$ cat src/rtl/cam_pkg.sv
// Shared types for the flip-flop CAM write/match side.
// Row count, index width and allocator FSM states.
package cam_pkg;
  localparam int CAM_ENTRIES = 32;
  localparam int CAM_IDX_W   = 5;
  localparam int CAM_CNT_W   = 6;

  typedef logic [CAM_IDX_W-1:0]   cam_idx_t;
  typedef logic [CAM_ENTRIES-1:0] cam_vec_t;
  typedef logic [CAM_CNT_W-1:0]   cam_cnt_t;

  typedef enum logic {
    ST_SCRUB,
    ST_IDLE
  } alloc_state_t;
endpackage

$ cat src/rtl/cam_find_free.sv
// Find-first-zero over a CAM row bitmap (lowest index wins).
// vec_i: bitmap; idx_o: lowest clear bit; found_o: any clear bit.
module cam_find_free
  import cam_pkg::*;
(
  input  cam_vec_t vec_i,
  output cam_idx_t idx_o,
  output logic     found_o
);

  always_comb begin
    idx_o   = '0;
    found_o = 1'b0;
    // Scan downward so the last hit is the lowest index.
    for (int i = CAM_ENTRIES - 1; i >= 0; i--) begin
      if (!vec_i[i]) begin
        idx_o   = cam_idx_t'(i);
        found_o = 1'b1;
      end
    end
  end

endmodule

$ cat src/rtl/cam_entry_alloc.sv
// CAM write-side allocator: valid bitmap, lowest-free grant, scrub.
// Ports: clk_i/rst_i (sync high); alloc_req_i -> alloc_gnt_o/
// alloc_idx_o (comb); free_req_i/free_idx_i release; flush_i
// invalidates + rescrubs; wr_vld_o/wr_idx_o/wr_clr_o registered
// row write; valid_o/count_o/full_o/empty_o/busy_o status; err_o
// sticky protocol error when CAM_ALLOC_ERR_EN is defined, else 0.
module cam_entry_alloc
  import cam_pkg::*;
#(
  parameter int ENTRIES = CAM_ENTRIES,
  parameter int IDX_W   = CAM_IDX_W
) (
  input  logic               clk_i,
  input  logic               rst_i,
  input  logic               alloc_req_i,
  output logic               alloc_gnt_o,
  output logic [IDX_W-1:0]   alloc_idx_o,
  input  logic               free_req_i,
  input  logic [IDX_W-1:0]   free_idx_i,
  input  logic               flush_i,
  output logic               wr_vld_o,
  output logic [IDX_W-1:0]   wr_idx_o,
  output logic               wr_clr_o,
  output logic [ENTRIES-1:0] valid_o,
  output logic [IDX_W:0]     count_o,
  output logic               full_o,
  output logic               empty_o,
  output logic               busy_o,
  output logic               err_o
);

  alloc_state_t state_q, state_d;
  cam_idx_t     ptr_q, ptr_d;
  cam_vec_t     valid_q, valid_d;
  cam_cnt_t     count_q, count_d;
  logic         wr_vld_q, wr_vld_d;
  cam_idx_t     wr_idx_q, wr_idx_d;
  logic         wr_clr_q, wr_clr_d;

  cam_idx_t ff_idx;
  logic     ff_found;
  logic     gnt;
  logic     free_ok;
  logic     full;
  logic     busy;

  cam_find_free u_find (
    .vec_i   (valid_q),
    .idx_o   (ff_idx),
    .found_o (ff_found)
  );

  assign full = (count_q == cam_cnt_t'(CAM_ENTRIES));
  assign busy = (state_q == ST_SCRUB);

  assign gnt = alloc_req_i & ~full & ~busy
             & ~flush_i & ff_found;

  // Only a currently valid row in normal operation is released.
  assign free_ok = free_req_i & ~busy & ~flush_i
                 & valid_q[free_idx_i];

  always_comb begin
    state_d  = state_q;
    ptr_d    = ptr_q;
    valid_d  = valid_q;
    count_d  = count_q;
    wr_vld_d = 1'b0;
    wr_idx_d = wr_idx_q;
    wr_clr_d = 1'b0;
    if (flush_i) begin
      state_d = ST_SCRUB;
      ptr_d   = '0;
      valid_d = '0;
      count_d = '0;
    end else begin
      unique case (state_q)
        ST_SCRUB: begin
          wr_vld_d = 1'b1;
          wr_clr_d = 1'b1;
          wr_idx_d = ptr_q;
          // Wraps to 0 after the last row.
          ptr_d    = ptr_q + 1'b1;
          if (ptr_q == cam_idx_t'(CAM_ENTRIES - 1))
            state_d = ST_IDLE;
        end
        ST_IDLE: begin
          if (gnt) begin
            valid_d[ff_idx] = 1'b1;
            wr_vld_d        = 1'b1;
            wr_idx_d        = ff_idx;
          end
          // Free index is valid, grant index is not: no overlap.
          if (free_ok)
            valid_d[free_idx_i] = 1'b0;
          count_d = count_q + cam_cnt_t'(gnt)
                  - cam_cnt_t'(free_ok);
        end
        default: state_d = ST_SCRUB;
      endcase
    end
  end

  always_ff @(posedge clk_i) begin
    if (rst_i) begin
      state_q  <= ST_SCRUB;
      ptr_q    <= '0;
      valid_q  <= '0;
      count_q  <= '0;
      wr_vld_q <= 1'b0;
      wr_idx_q <= '0;
      wr_clr_q <= 1'b0;
    end else begin
      state_q  <= state_d;
      ptr_q    <= ptr_d;
      valid_q  <= valid_d;
      count_q  <= count_d;
      wr_vld_q <= wr_vld_d;
      wr_idx_q <= wr_idx_d;
      wr_clr_q <= wr_clr_d;
    end
  end

`ifdef CAM_ALLOC_ERR_EN
  logic err_q, err_d, err_ev;

  assign err_ev = (free_req_i & busy)
                | (free_req_i & ~busy & ~valid_q[free_idx_i])
                | (alloc_req_i & full);

  always_comb begin
    err_d = err_q | err_ev;
    if (flush_i)
      err_d = 1'b0;
  end

  always_ff @(posedge clk_i) begin
    if (rst_i) err_q <= 1'b0;
    else       err_q <= err_d;
  end

  assign err_o = err_q;
`else
  assign err_o = 1'b0;
`endif

  assign alloc_gnt_o = gnt;
  assign alloc_idx_o = ff_idx;
  assign wr_vld_o    = wr_vld_q;
  assign wr_idx_o    = wr_idx_q;
  assign wr_clr_o    = wr_clr_q;
  assign valid_o     = valid_q;
  assign count_o     = count_q;
  assign full_o      = full;
  assign empty_o     = (count_q == '0);
  assign busy_o      = busy;

endmodule

$ cat config.mk
export PLATFORM = sky130hd
export DESIGN_NAME = cam_entry_alloc
export DESIGN_NICKNAME = d
export VERILOG_FILES = /design/src/rtl/cam_pkg.sv /design/src/rtl/cam_find_free.sv /design/src/rtl/cam_entry_alloc.sv
export SDC_FILE = /design/constraint.sdc
export NUM_CORES = 1
export LEC_CHECK = 0
export ABC_AREA = 1
export ABC_CLOCK_PERIOD_IN_PS = 3650
export BUFFER_PORTS_ARGS = -buffer_cell sky130_fd_sc_hd__buf_4
export CELL_PAD_IN_SITES_DETAIL_PLACEMENT = 1
export CELL_PAD_IN_SITES_GLOBAL_PLACEMENT = 2
export CORE_MARGIN = 10
export CORE_UTILIZATION = 30
export CTS_CLUSTER_SIZE = 12
export DETAILED_ROUTE_END_ITERATION = 7
export GPL_TIMING_DRIVEN = 0
export PLACE_DENSITY_LB_ADDON = 0.1
export SKIP_LAST_GASP = 1
export SYNTH_ARGS = -nofsm -noshare
export SYNTH_HDL_FRONTEND = slang
export SYNTH_SLANG_ARGS = --single-unit
$ cat constraint.sdc
create_clock -name clk_i -period 3.65 [get_ports clk_i]
set_input_delay 0.365 -clock clk_i [delete_from_list [all_inputs] [get_ports clk_i]]
set_output_delay 0.365 -clock clk_i [all_outputs]
set_load 0.1 [all_outputs]
Word level (Yosys, flattened, before mapping)
Index checks and enable logic that the tools add are counted.
{"block": "op_classes", "n_mux": 81, "bitwise_logic": 13, "n_lt_le_gt_ge": 4, "n_eq_ne": 3, "add_sub_neg": 3, "reduce_logical": 5}
{"operator": "$mux W5", "count": 33}
{"operator": "$mux W32", "count": 4}
{"operator": "$mux W1", "count": 39}
{"operator": "$and A32 B32 Y32", "count": 1}
{"operator": "$not A32 Y32", "count": 1}
{"operator": "$or A32 B32 Y32", "count": 1}
{"operator": "$lt A5 B6 Y1 const B", "count": 2}
{"operator": "$demux W1 S5", "count": 2}
{"operator": "$ge A5 B1 Y1 const B", "count": 2}
{"operator": "$pmux W5 S2", "count": 1}
{"operator": "$and A1 B1 Y1", "count": 7}
{"operator": "$add A6 B1 Y6", "count": 1}
{"operator": "$eq A6 B6 Y1 const B", "count": 1}
{"operator": "$logic_not A6 Y1", "count": 1}
{"operator": "$sub A6 B1 Y6", "count": 1}
{"operator": "$add A5 B1 Y5 const B", "count": 1}
{"operator": "$bmux W1 S5", "count": 1}
{"operator": "$eq A5 B5 Y1 const B", "count": 1}
{"operator": "$not A1 Y1", "count": 3}
{"operator": "$logic_and A1 B1 Y1", "count": 2}
{"operator": "$ne A2 B1 Y1 const B", "count": 1}
{"operator": "$pmux W1 S2", "count": 1}
{"operator": "$reduce_and A2 Y1", "count": 1}
{"operator": "$reduce_or A2 Y1", "count": 1}
{"block": "word_totals", "out_inout_bits": 55, "ff_bits": 51, "in_bits": 10, "elab_cells": 116}

Logic depth before layout (Yosys ltp)
Gate-level depths: netlist of run 1.
{"block": "logic_depth", "word_depth": 42, "depth_mapped": 35, "ltp_nobuf": 35}

Hierarchy
A second synthesis of run 1 with hierarchy kept.
{"block": "hier_totals", "hier_cells": 602, "area_unflattened_um2": 3568.4}
{"mod": "cam_entry_alloc", "cells_per_inst": 523, "area_per_inst_um2": 3233.1, "n_inst": 1, "seq_area_each_um2": 1021.0}
{"mod": "cam_find_free", "cells_per_inst": 79, "area_per_inst_um2": 335.3, "n_inst": 1, "seq_area_each_um2": 0.0}

Least setup slack after synthesis of run 1
No wires, ideal clock.
{"block": "synth_timing", "path_type": "flip-flop to flip-flop", "from": "register count_q[4], in the netlist count_o[4]", "to": "register count_q[4], in the netlist count_o[4]", "period_less_slack_ns": 4.381, "required_time_ns": 3.531, "path_slack_ns": -0.731, "t_arrival_ns": 4.262, "stages_incl_launch_ff": 13, "path_buffers": 0, "path_cell_list": "dfxtp_1 > inv_1 > ha_1 > nand4_1 > nand3_1 > a21oi_1 > ha_1 > fa_1 > a21oi_1 > o21ba_2 > xnor2_1 > o21ai_0 > inv_1"}
{"block": "synth_via", "elab_chain_cells": 8}
{"element": "from (decl)", "line": "cam_entry_alloc.sv:35", "text": "cam_cnt_t count_q, count_d;"}
{"element": "from (signal assigned)", "line": "cam_entry_alloc.sv:117", "text": "count_q <= count_d;"}
{"element": "$eq A6 B6 Y1", "line": "cam_entry_alloc.sv:53", "text": "assign full = (count_q == cam_cnt_t'(CAM_ENTRIES));"}
{"element": "$not A1 Y1", "line": "cam_entry_alloc.sv:56", "text": "assign gnt = alloc_req_i & ~full & ~busy"}
{"element": "$and A1 B1 Y1 (2 in series)", "line": "cam_entry_alloc.sv:56"}
{"element": "$and A1 B1 Y1 (2 in series)", "line": "cam_entry_alloc.sv:57", "text": "& ~flush_i & ff_found;"}
{"element": "named net alloc_gnt_o", "line": "cam_entry_alloc.sv:16", "text": "output logic alloc_gnt_o,"}
{"element": "$add A6 B1 Y6", "line": "cam_entry_alloc.sv:96", "text": "count_d = count_q + cam_cnt_t'(gnt)"}
{"element": "$sub A6 B1 Y6", "line": "cam_entry_alloc.sv:97", "text": "- cam_cnt_t'(free_ok);"}
The timed path passes the listed nets, and every way through them passes these cells.
A chain may end at the register's enable or synchronous reset.

Final worst setup path of run 1
{"block": "layout_timing", "from": "input free_idx_i[1]", "to": "register count_q[4], in the netlist count_o[4]"}
{"block": "layout_via", "elab_chain_cells": 4}
{"element": "from (decl)", "line": "cam_entry_alloc.sv:19", "text": "input logic [IDX_W-1:0] free_idx_i,"}
{"element": "$bmux W1 S5", "line": "cam_entry_alloc.sv:61", "text": "& valid_q[free_idx_i];"}
{"element": "$mux W1 (not written as such)", "line": "cam_entry_alloc.sv:61"}
{"element": "$and A1 B1 Y1", "line": "cam_entry_alloc.sv:61"}
{"element": "$sub A6 B1 Y6", "line": "cam_entry_alloc.sv:97"}
Every way passes these cells. The select of a mux whose other input is x is not followed.

==> results of run 1 <==
[worst max-delay path by stage]
stage               slack, ns  depth (start not counted)                       to
finish                   0.27                         18  count_o[4]$_SDFFE_PP0P_
global route            -0.03                         35           alloc_idx_o[0]
CTS                      0.15                         35           alloc_idx_o[0]
detailed placement      -0.18                         18  count_o[4]$_SDFFE_PP0P_
global placement        -0.17                         18  count_o[4]$_SDFFE_PP0P_
floorplan               0.002                         31           alloc_idx_o[0]
[sequential cells by signal (all words and copies together), names as in the netlist]
name / cells
wr_vld_o: 1
count_o: 6
ptr_q: 5
valid_o: 32
wr_clr_o: 1
wr_idx_o: 5
state_q: 1
[cell usage in the layout, fill, tap and decap left out, drive strengths merged, types with 4 or more instances in the layout]
cell type | synthesis | layout
a21oi | 48 | 48
a22oi | 4 | 4
a31oi | 4 | 4
buf | 10 | 74
clkbuf | 6 | 11
dfxtp | 51 | 51
ha | 11 | 11
inv | 69 | 69
nand2 | 105 | 105
nand3 | 22 | 22
nand4 | 17 | 17
nor2 | 42 | 42
nor3 | 13 | 13
o21ai | 46 | 46
o221ai | 4 | 4
o22ai | 9 | 9
[report_power, final]
group,leakage (nW),internal [W],switching (W)
Combinational,0.939,0.0000229,0.0000791
Sequential,0.417,0.000559,0.00000254
Clock,0.0418,0.000135,0.000213
[layer usage]
metal  vias to the layer above  GRT usage
met2                        76      0.288
met1                      1670      0.206
met4                         0     0.0317
li1                       1757          -
met3                         7     0.0424
met5                         -          0
[worst max-delay path, stage by stage]
cell	delay (ns)
buf_4	0.12
nand2_2	0.18
inv_2	0.10
a22oi_1	0.18
o221ai_1	0.14
a22o_1	0.25
or4_1	0.57
nand2_1	0.12
inv_2	0.05
ha_1	0.26
inv_1	0.04
ha_1	0.21
fa_1	0.42
a21oi_1	0.18
o21ba_2	0.15
xnor2_1	0.06
o21ai_0	0.14
inv_1	0.06
[area by class of cell]
cell class,count,share of cell area
well taps,136,0.0430
plain buffers,16,0.0228
flip-flops and latches,51,0.262
clock inverters,3,0.00506
multi-input cells,344,0.461
repair buffers,64,0.123
inverters,69,0.0655
clock buffers,5,0.0174
[metrics by stage]
step | cell area [µm²] | hold slack (ns)
CTS | 3940 | 0.223
global route | 3960 | 0.213
detailed placement | 3850 | 0.470
floorplan | 3210 | 0.434
global placement | 3850 | 0.454
finish | 3960 | 0.224
[kinds of logic after synthesis]
logic type	count (synthesis)	share of synthesized area
flops	51	0.321
simple gates	205	0.284
buf+inv	85	0.110
compound gates	123	0.226
fa+ha+maj	12	0.0496
xor+xnor	3	0.00827
other cells	1	0.00118
[what timing repair did]
item / 4_1_cts / 5_1_grt
setup buffers: 0 / 1
resized for setup: 0 / 3
endpoints found under the setup margin: 0 / 2
==> results.ini, run 1 <==
[clock_network]
cts.sinks = 51
tritoncts = yes
cts_made_buffers = 5
cts_buffer_depth = 2
insertion_delay_ns = 0.32
postCtsHoldBufs = 0
cts_htree_levels = 2
clk_transition_reported_paths_ns = 0.11
root_buffer = clkbuf_8

[synth]
async_flop_share = 0
syn_area_mm2 = 0.00318
synth_top_area_share = 0.321
synth_warnings = 0
synth.area.top_cells = dfxtp_1 32%, nand2_1 12%, inv_1 7.0%, o21ai_0 6.8%, a21oi_1 6.3%
yosysTopAreaCell = dfxtp_1
ys.flop_type = dfxtp_1
yosys_register_bits = 51
synth_common_cells = 102 x nand2_1, 59 x inv_1, 51 x dfxtp_1, 43 x o21ai_0, 42 x nor2_1
yosysUniqueCellTypes = 41
synth.most_common_cell = nand2_1
syn_area_per_cell_um2 = 6.62
syn_inst = 480
synth_nets = 502
seq_area_frac_synth = 0.321
synth_edf_count = 0

[placement]
dpl_worst_slack_ns = -0.181
gp_congestion = 0.865
dp_hpwl_mm = 9.65
place_inst = 679
numPortBuffers = 63

[pwr]
leakagePower_nw = 1.40
finalPower_w = 0.00101
power_density_mw_per_mm2 = 256
ir_worst_vdd_mv = 0.134

[worst_hold_path]
hold_end = wr_vld_o$_SDFF_PP0_
min_path_cells = 2
hold_start = rst_i
hold_class = input pin to flop

[grt]
grt_max_degree = 17
grt_pass1_wl_mm = 19.9
antenna_found_initial = 0
grt_pass1_vias = 3681
track_usage = 0.167
overflow = 0

[setup_path]
worst_r2r_path_depth = 16
reg2reg_from = valid_o[0]$_SDFFE_PP0P_
end_kind = flop
crit_fanout = 6
crit_path_start_kind = input pin
critPathArrivalTime_ns = 3.60
timing.rr.end = count_o[4]$_SDFFE_PP0P_
crit_type = input pin to flop
crit_required_ns = 3.87
critPathLaunch = free_idx_i[1]
rrSetupSlack_ns = 0.30

[drt]
drt_iter0_drc = 166
drt-pass1-iter-count = 4
drtAntennaViolNets = 0
drc = 0
met3RoutedLength_um = 824
topRoutingLayerUsed = met4
wire_per_inst_um = 18.1
via_count = 3510
drt_wl_total_mm = 12.4
wl_met1_mm = 5.53
met2_length_mm = 6.01
routed_via_density = 5.10

[floorplanning]
start_util = 0.308
boundaryPins = 65
die_x_um = 123
die_h_um = 123
core.rowCount = 37
die-area_mm2 = 0.0151
core_area_mm2 = 0.0103

[sta]
min_period_ns = 3.38
fin_crit_sh = 0.927
finalHoldViolations = 0
tns_ns = 0
worst_slack_ns = 0.267
worst_pin_slew_ns = 0.852
slew_headroom = 0.430
finalSetupViolations = 0
rsz0062_at_grt = true
maxSlewViolCount = 0
timing.fmax_ghz = 0.296
fin_skew_ns = 0.00998

[final_layout]
regArea_mm2 = 0.00104
area_delta_synth_final_pct = 24.4
final_util = 0.383
multi_input_area_mm2 = 0.00182
fin_cells = 688
antenna_cells = 0
final.fill_count = 1358
drive_gt1_frac = 0.208
fin_nets = 573

[run]
cap_violations = 0

[status]
outcome = finished, final reports clean

Power figures use the tool's default switching activity.
==> inputs of run 2 (changes only) <==
CTS_CLUSTER_SIZE = 14   (was 12)
RECOVER_POWER = 100   (was not set)
==> results.ini, run 2 (same netlist as run 1, synthesis figures left out) <==
[pwr]
power_density_mw_per_mm2 = 260
leakagePower_nw = 1.32
ir_worst_vdd_mv = 0.134

[setup_path]
crit_fanout = 6
end_kind = flop
crit_required_ns = 3.87
path_cells = buf_4, nand2_2, inv_2, a22oi_1, o221ai_1, a22o_1, or4_1, nand2_1, inv_2, ha_1, inv_1, ha_1, fa_1, a21oi_1, o21ba_2, xnor2_1, o21ai_0, inv_1
crit_slowest_cell = or4_1
critPathMaxStageDelay_ns = 0.57
crit_path_start_kind = input pin
rrSetupSlack_ns = 0.31
critPathArrivalTime_ns = 3.60
crit_type = input pin to flop

[grt]
grt_max_degree = 17
track_usage = 0.167
grt_pass1_wl_mm = 19.9
antenna_found_initial = 0
overflow = 0
grt_pass1_vias = 3681

[drt]
drt-pass1-iter-count = 4
wire_per_inst_um = 18.1
drt_iter0_drc = 162
routed_via_density = 5.06
drtAntennaViolNets = 0
drt_wl_total_mm = 12.5
drc = 0
via_count = 3483

[final_layout]
largest_reg_flops = 32
layout_common_cells = 101 x nand2_1, 60 x inv_1, 43 x o21ai_0, 43 x buf_4, 43 x dfxtp_1
final_util = 0.375
antenna_cells = 0
layout_commonest_cell = nand2_1
fin_nets = 573
drive_gt1_frac = 0.168
area_delta_synth_final_pct = 21.9

[sta]
fin_skew_ns = 0.00920
worst_slack_ns = 0.268
finalHoldWorstSlack_ns = 0.227
timing.fmax_ghz = 0.296
finalSetupViolations = 0
slew_headroom = 0.213
maxSlewViolCount = 0
fin_crit_sh = 0.927
rsz0062_at_grt = true
min_period_ns = 3.38
worst_pin_slew_ns = 1.19
finalHoldViolations = 0

[floorplanning]
core.rowCount = 37
boundaryPins = 65
core_area_mm2 = 0.0103
die_x_um = 123
die_h_um = 123
die-area_mm2 = 0.0151
start_util = 0.308

[clock_network]
tritoncts = yes
cts.sinks = 51
root_buffer = clkbuf_8
cts_buffer_depth = 2
clk_transition_reported_paths_ns = 0.11
cts_made_buffers = 5
insertion_delay_ns = 0.31
cts_htree_levels = 2

[placement]
dpl_worst_slack_ns = -0.181
dp_hpwl_mm = 9.65
numPortBuffers = 63
gp_congestion = 0.865

[run]
cap_violations = 0

[worst_hold_path]
hold_class = input pin to flop

[status]
outcome = finished, final reports clean

## run 2: changes by cell type in the layout (fill, tap and decap cells not counted)
cell and change:
inv_1 +1, clkbuf_1 +21, buf_4 -21, inv_2 -1
## run 2: worst paths after layout
check,start,endpoint,cells after the start
min reg2reg,wr_idx_o[0]$_SDFFE_PP0P_,wr_idx_o[0]$_SDFFE_PP0P_,2
min,rst_i,wr_vld_o$_SDFF_PP0_,2
max,free_idx_i[1],count_o[4]$_SDFFE_PP0P_,18
max reg2reg,valid_o[0]$_SDFFE_PP0P_,count_o[4]$_SDFFE_PP0P_,16
## run 2: layout make-up
type | count | area (µm²)
Multi-Input combinational cell | 344 | 1820
Tap cell | 136 | 170
Fill cell | 1369 | 6450
Clock inverter | 3 | 20.0
Inverter | 69 | 259
Clock buffer | 5 | 68.8
Timing Repair Buffer | 64 | 409
Buffer | 16 | 90.1
Sequential cell | 51 | 1040
## run 2: per-stage QoR
step | power (W) | std cells | instance area, µm² | setup TNS (ns)
3_5_place_dp | 0.000677 | 679 | 3850 | -0.280
6_report | 0.00101 | 688 | 3880 | 0
3_3_place_gp | 0.000675 | 679 | 3850 | -0.245
5_1_grt | 0.00105 | 688 | 3880 | -0.0317
4_1_cts | 0.00103 | 687 | 3940 | 0
2_1_floorplan | 0.000641 | 480 | 3210 | 0
## run 2: what timing repair did
action,in CTS,in global routing
resized for setup,0,3
hold buffers,0,0
setup endpoints to repair,0,2
buffers inserted,0,1
## run 2: report_power, final
group	internal, W	switching, W
Sequential	0.000559	0.00000241
Combinational	0.0000191	0.0000793
Clock	0.000135	0.000212
Total	0.000713	0.000293
## run 2: per-layer routing
metal / track usage / part of all wire
met5: 0 / 0
met4: 0.0317 / 0.0072
met3: 0.0424 / 0.068
met2: 0.288 / 0.48
met1: 0.206 / 0.44
## run 2: worst max-delay path: cells and delay by family
| family | cells | cell delay [ns] |
|---|---|---|
| adders and majority gates | 3 | 0.89 |
| AOI/OAI and AO/OA | 6 | 1.03 |
| xor gates and xnor gates | 1 | 0.06 |
| and+or+nand+nor | 3 | 0.87 |
| buffers and inverters | 5 | 0.38 |
==> inputs of run 3 (changes only) <==
ABC_AREA = not set   (was 1)
CORE_UTILIZATION = 33   (was 30)
==> results.ini, run 3 <==
[drt]
drc = 0
drt_wl_total_mm = 13.1
via_count = 3359
routed_via_density = 5.88
drtAntennaViolNets = 0
drt-pass1-iter-count = 4
drt_iter0_drc = 281
wire_per_inst_um = 22.9

[grt]
grt_pass1_wl_mm = 20.1
track_usage = 0.175
overflow = 0
grt_pass1_vias = 3440
grt_max_degree = 18
antenna_found_initial = 0

[synth]
synthMuxAreaShare = 0.0671
syn_area_per_cell_um2 = 9.00
ys.flop_type = dfxtp_1
synth_top_area_share = 0.308
synth_warnings = 0
syn_inst = 369
syn_area_mm2 = 0.00332
synth.area.top_cells = dfxtp_1 31%, mux2i_1 6.0%, o211a_1 6.0%, a41o_1 5.1%, o221a_2 4.7%
synth_xor_area_frac = 0.0158
synth_top_family_by_area = compound AO/OA/AOI/OAI gates
yosys_register_bits = 51
synth.most_common_cell = dfxtp_1
synth_compound_area_frac = 0.291
synth_nets = 391
yosysUniqueCellTypes = 61
async_flop_share = 0
synth_common_cells = 51 x dfxtp_1, 29 x nor2_1
synth_fa_ha_area_frac = 0.0475
seq_area_frac_synth = 0.308
synth_edf_count = 0
synthSimpleGateAreaFrac = 0.213
yosysTopAreaCell = dfxtp_1

[floorplanning]
boundaryPins = 65
core_area_mm2 = 0.00977
die_h_um = 120
core.rowCount = 36
die_x_um = 120
start_util = 0.340
die-area_mm2 = 0.0145

[clock_network]
postCtsHoldBufs = 0
cts.sinks = 51
cts_buffer_depth = 2
tritoncts = yes
post-cts-setup-buffers = 0
cts_made_buffers = 5
root_buffer = clkbuf_8
clk_transition_reported_paths_ns = 0.11
cts_htree_levels = 2
insertion_delay_ns = 0.33
cts_resized = 0

[setup_path]
critPathMaxStageDelay_ns = 0.65
crit_slowest_cell = or4_4
crit_required_ns = 3.92
path_cells = nand4_1, or4_4, o2111ai_4, inv_1, buf_2, ha_1, fa_1, a21oi_1, nor2_1, nor2_1, xnor2_1, mux2i_1, nor2_1
path_common_cell = nor2_1
crit_path_start_kind = flop
critPathArrivalTime_ns = 3.71
crit_fanout = 11
crit_buf_inv = 2
crit_type = flop to flop
critPathTopFamily = simple AND/OR/NAND/NOR gates
end_kind = flop

[sta]
slew_headroom = 0.205
fin_skew_ns = 0.0101
finalSetupViolations = 0
finalHoldViolations = 0
finalHoldWorstSlack_ns = 0.229
timing.fmax_ghz = 0.291
worst_pin_slew_ns = 1.20
fin_crit_sh = 0.942
maxSlewViolCount = 0
min_period_ns = 3.44
rsz0062_at_grt = false

[final_layout]
area_delta_synth_final_pct = 17.5
finish.instance_area_mm2 = 0.00390
layout_commonest_cell = clkbuf_1
largest_reg_flops = 32
drive_gt1_frac = 0.189
antenna_cells = 0
fin_cells = 571
layout_common_cells = 65 x clkbuf_1, 31 x dfxtp_2, 29 x nor2_1, 21 x inv_1
fin_nets = 459
final.fill_count = 1198

[placement]
place_inst = 563
dpl-instance-area_mm2 = 0.00398
numPortBuffers = 61
gp_congestion = 0.899
dp_hpwl_mm = 9.89

[status]
outcome = finished, final reports clean

[pwr]
ir_worst_vdd_mv = 0.147
leakagePower_nw = 1.63
power_density_mw_per_mm2 = 281

[worst_hold_path]
hold_class = input pin to flop

[run]
cap_violations = 0

## run 3: cell types whose count changed after synthesis, sizes merged, moves of 14 or more
cell / delta
nand2: -85
o211a: +20
a21oi: -35
a41o: +17
o221a: +14
o21ai: -40
inv: -48
mux2i: +20
## run 3: worst reg2reg max path: stages (launching register included)
cell and delay, ns:
dfxtp_2 0.46, nand4_1 0.22, or4_4 0.65, o2111ai_4 0.35, inv_1 0.09, buf_2 0.23
ha_1 0.27, fa_1 0.42, a21oi_1 0.17, nor2_1 0.05, nor2_1 0.11, xnor2_1 0.15
mux2i_1 0.11, nor2_1 0.12
## run 3: metal layers
metal | up-vias | share of wire | GRT usage
met1 | 1650 | 0.46 | 0.219
li1 | 1593 | - | -
met4 | 0 | 0.018 | 0.0468
met5 | - | 0 | 0
met2 | 99 | 0.48 | 0.304
met3 | 17 | 0.048 | 0.0298
## run 3: per-stage QoR
| step | TNS (ns) | total power (W) | setup WS, ns | util |
|---|---|---|---|---|
| finish | 0 | 0.00110 | 0.210 | 0.399 |
| CTS | 0 | 0.00110 | 0.0234 | 0.419 |
| global route | 0 | 0.00113 | 0.00708 | 0.399 |
| detailed placement | -0.508 | 0.000684 | -0.324 | 0.408 |
| global placement | -0.346 | 0.000683 | -0.217 | 0.408 |
| floorplan | 0 | 0.000652 | 0.0867 | - |
## run 3: power breakdown
group          switching, W  internal, W  total [W]
Sequential       0.00000276     0.000561   0.000564
Clock              0.000219     0.000208   0.000427
Combinational     0.0000801    0.0000259   0.000106
Total              0.000302     0.000795    0.00110
## run 3: path summary, 6_finish.rpt
kind / slack (ns) / cells past startpoint / end / start
worst max-delay path: 0.21 / 13 / count_o[4]$_SDFFE_PP0P_ / valid_o[5]$_SDFFE_PP0P_
worst min-delay path: 0.23 / 2 / wr_idx_o[3]$_SDFFE_PP0P_ / rst_i
worst max register to register: 0.21 / 13 / count_o[4]$_SDFFE_PP0P_ / valid_o[5]$_SDFFE_PP0P_
worst min register to register: 0.50 / 2 / ptr_q[0]$_SDFFE_PP0N_ / ptr_q[0]$_SDFFE_PP0N_
## run 3: cell type report
class                   instances  area, µm²  area share
clock inverters                 3       47.5      0.0122
clock buffers                   5       68.8      0.0177
repair buffers                 61        263      0.0674
flip-flops and latches         51       1060       0.272
multi-input cells             275       2120       0.543
plain buffers                  22       98.8      0.0254
well taps                     133        166      0.0427
inverters                      21       78.8      0.0202
## run 3: logic make-up (layout without fill, tap and decap cells)
| group | after synthesis | in the layout |
|---|---|---|
| flops | 51 | 51 |
| compound gates | 110 | 110 |
| fa+ha+maj | 12 | 12 |
| simple gates | 125 | 125 |
| other cells | 1 | 1 |
| xor+xnor | 6 | 6 |
| mux | 21 | 21 |
| buf+inv | 43 | 112 |
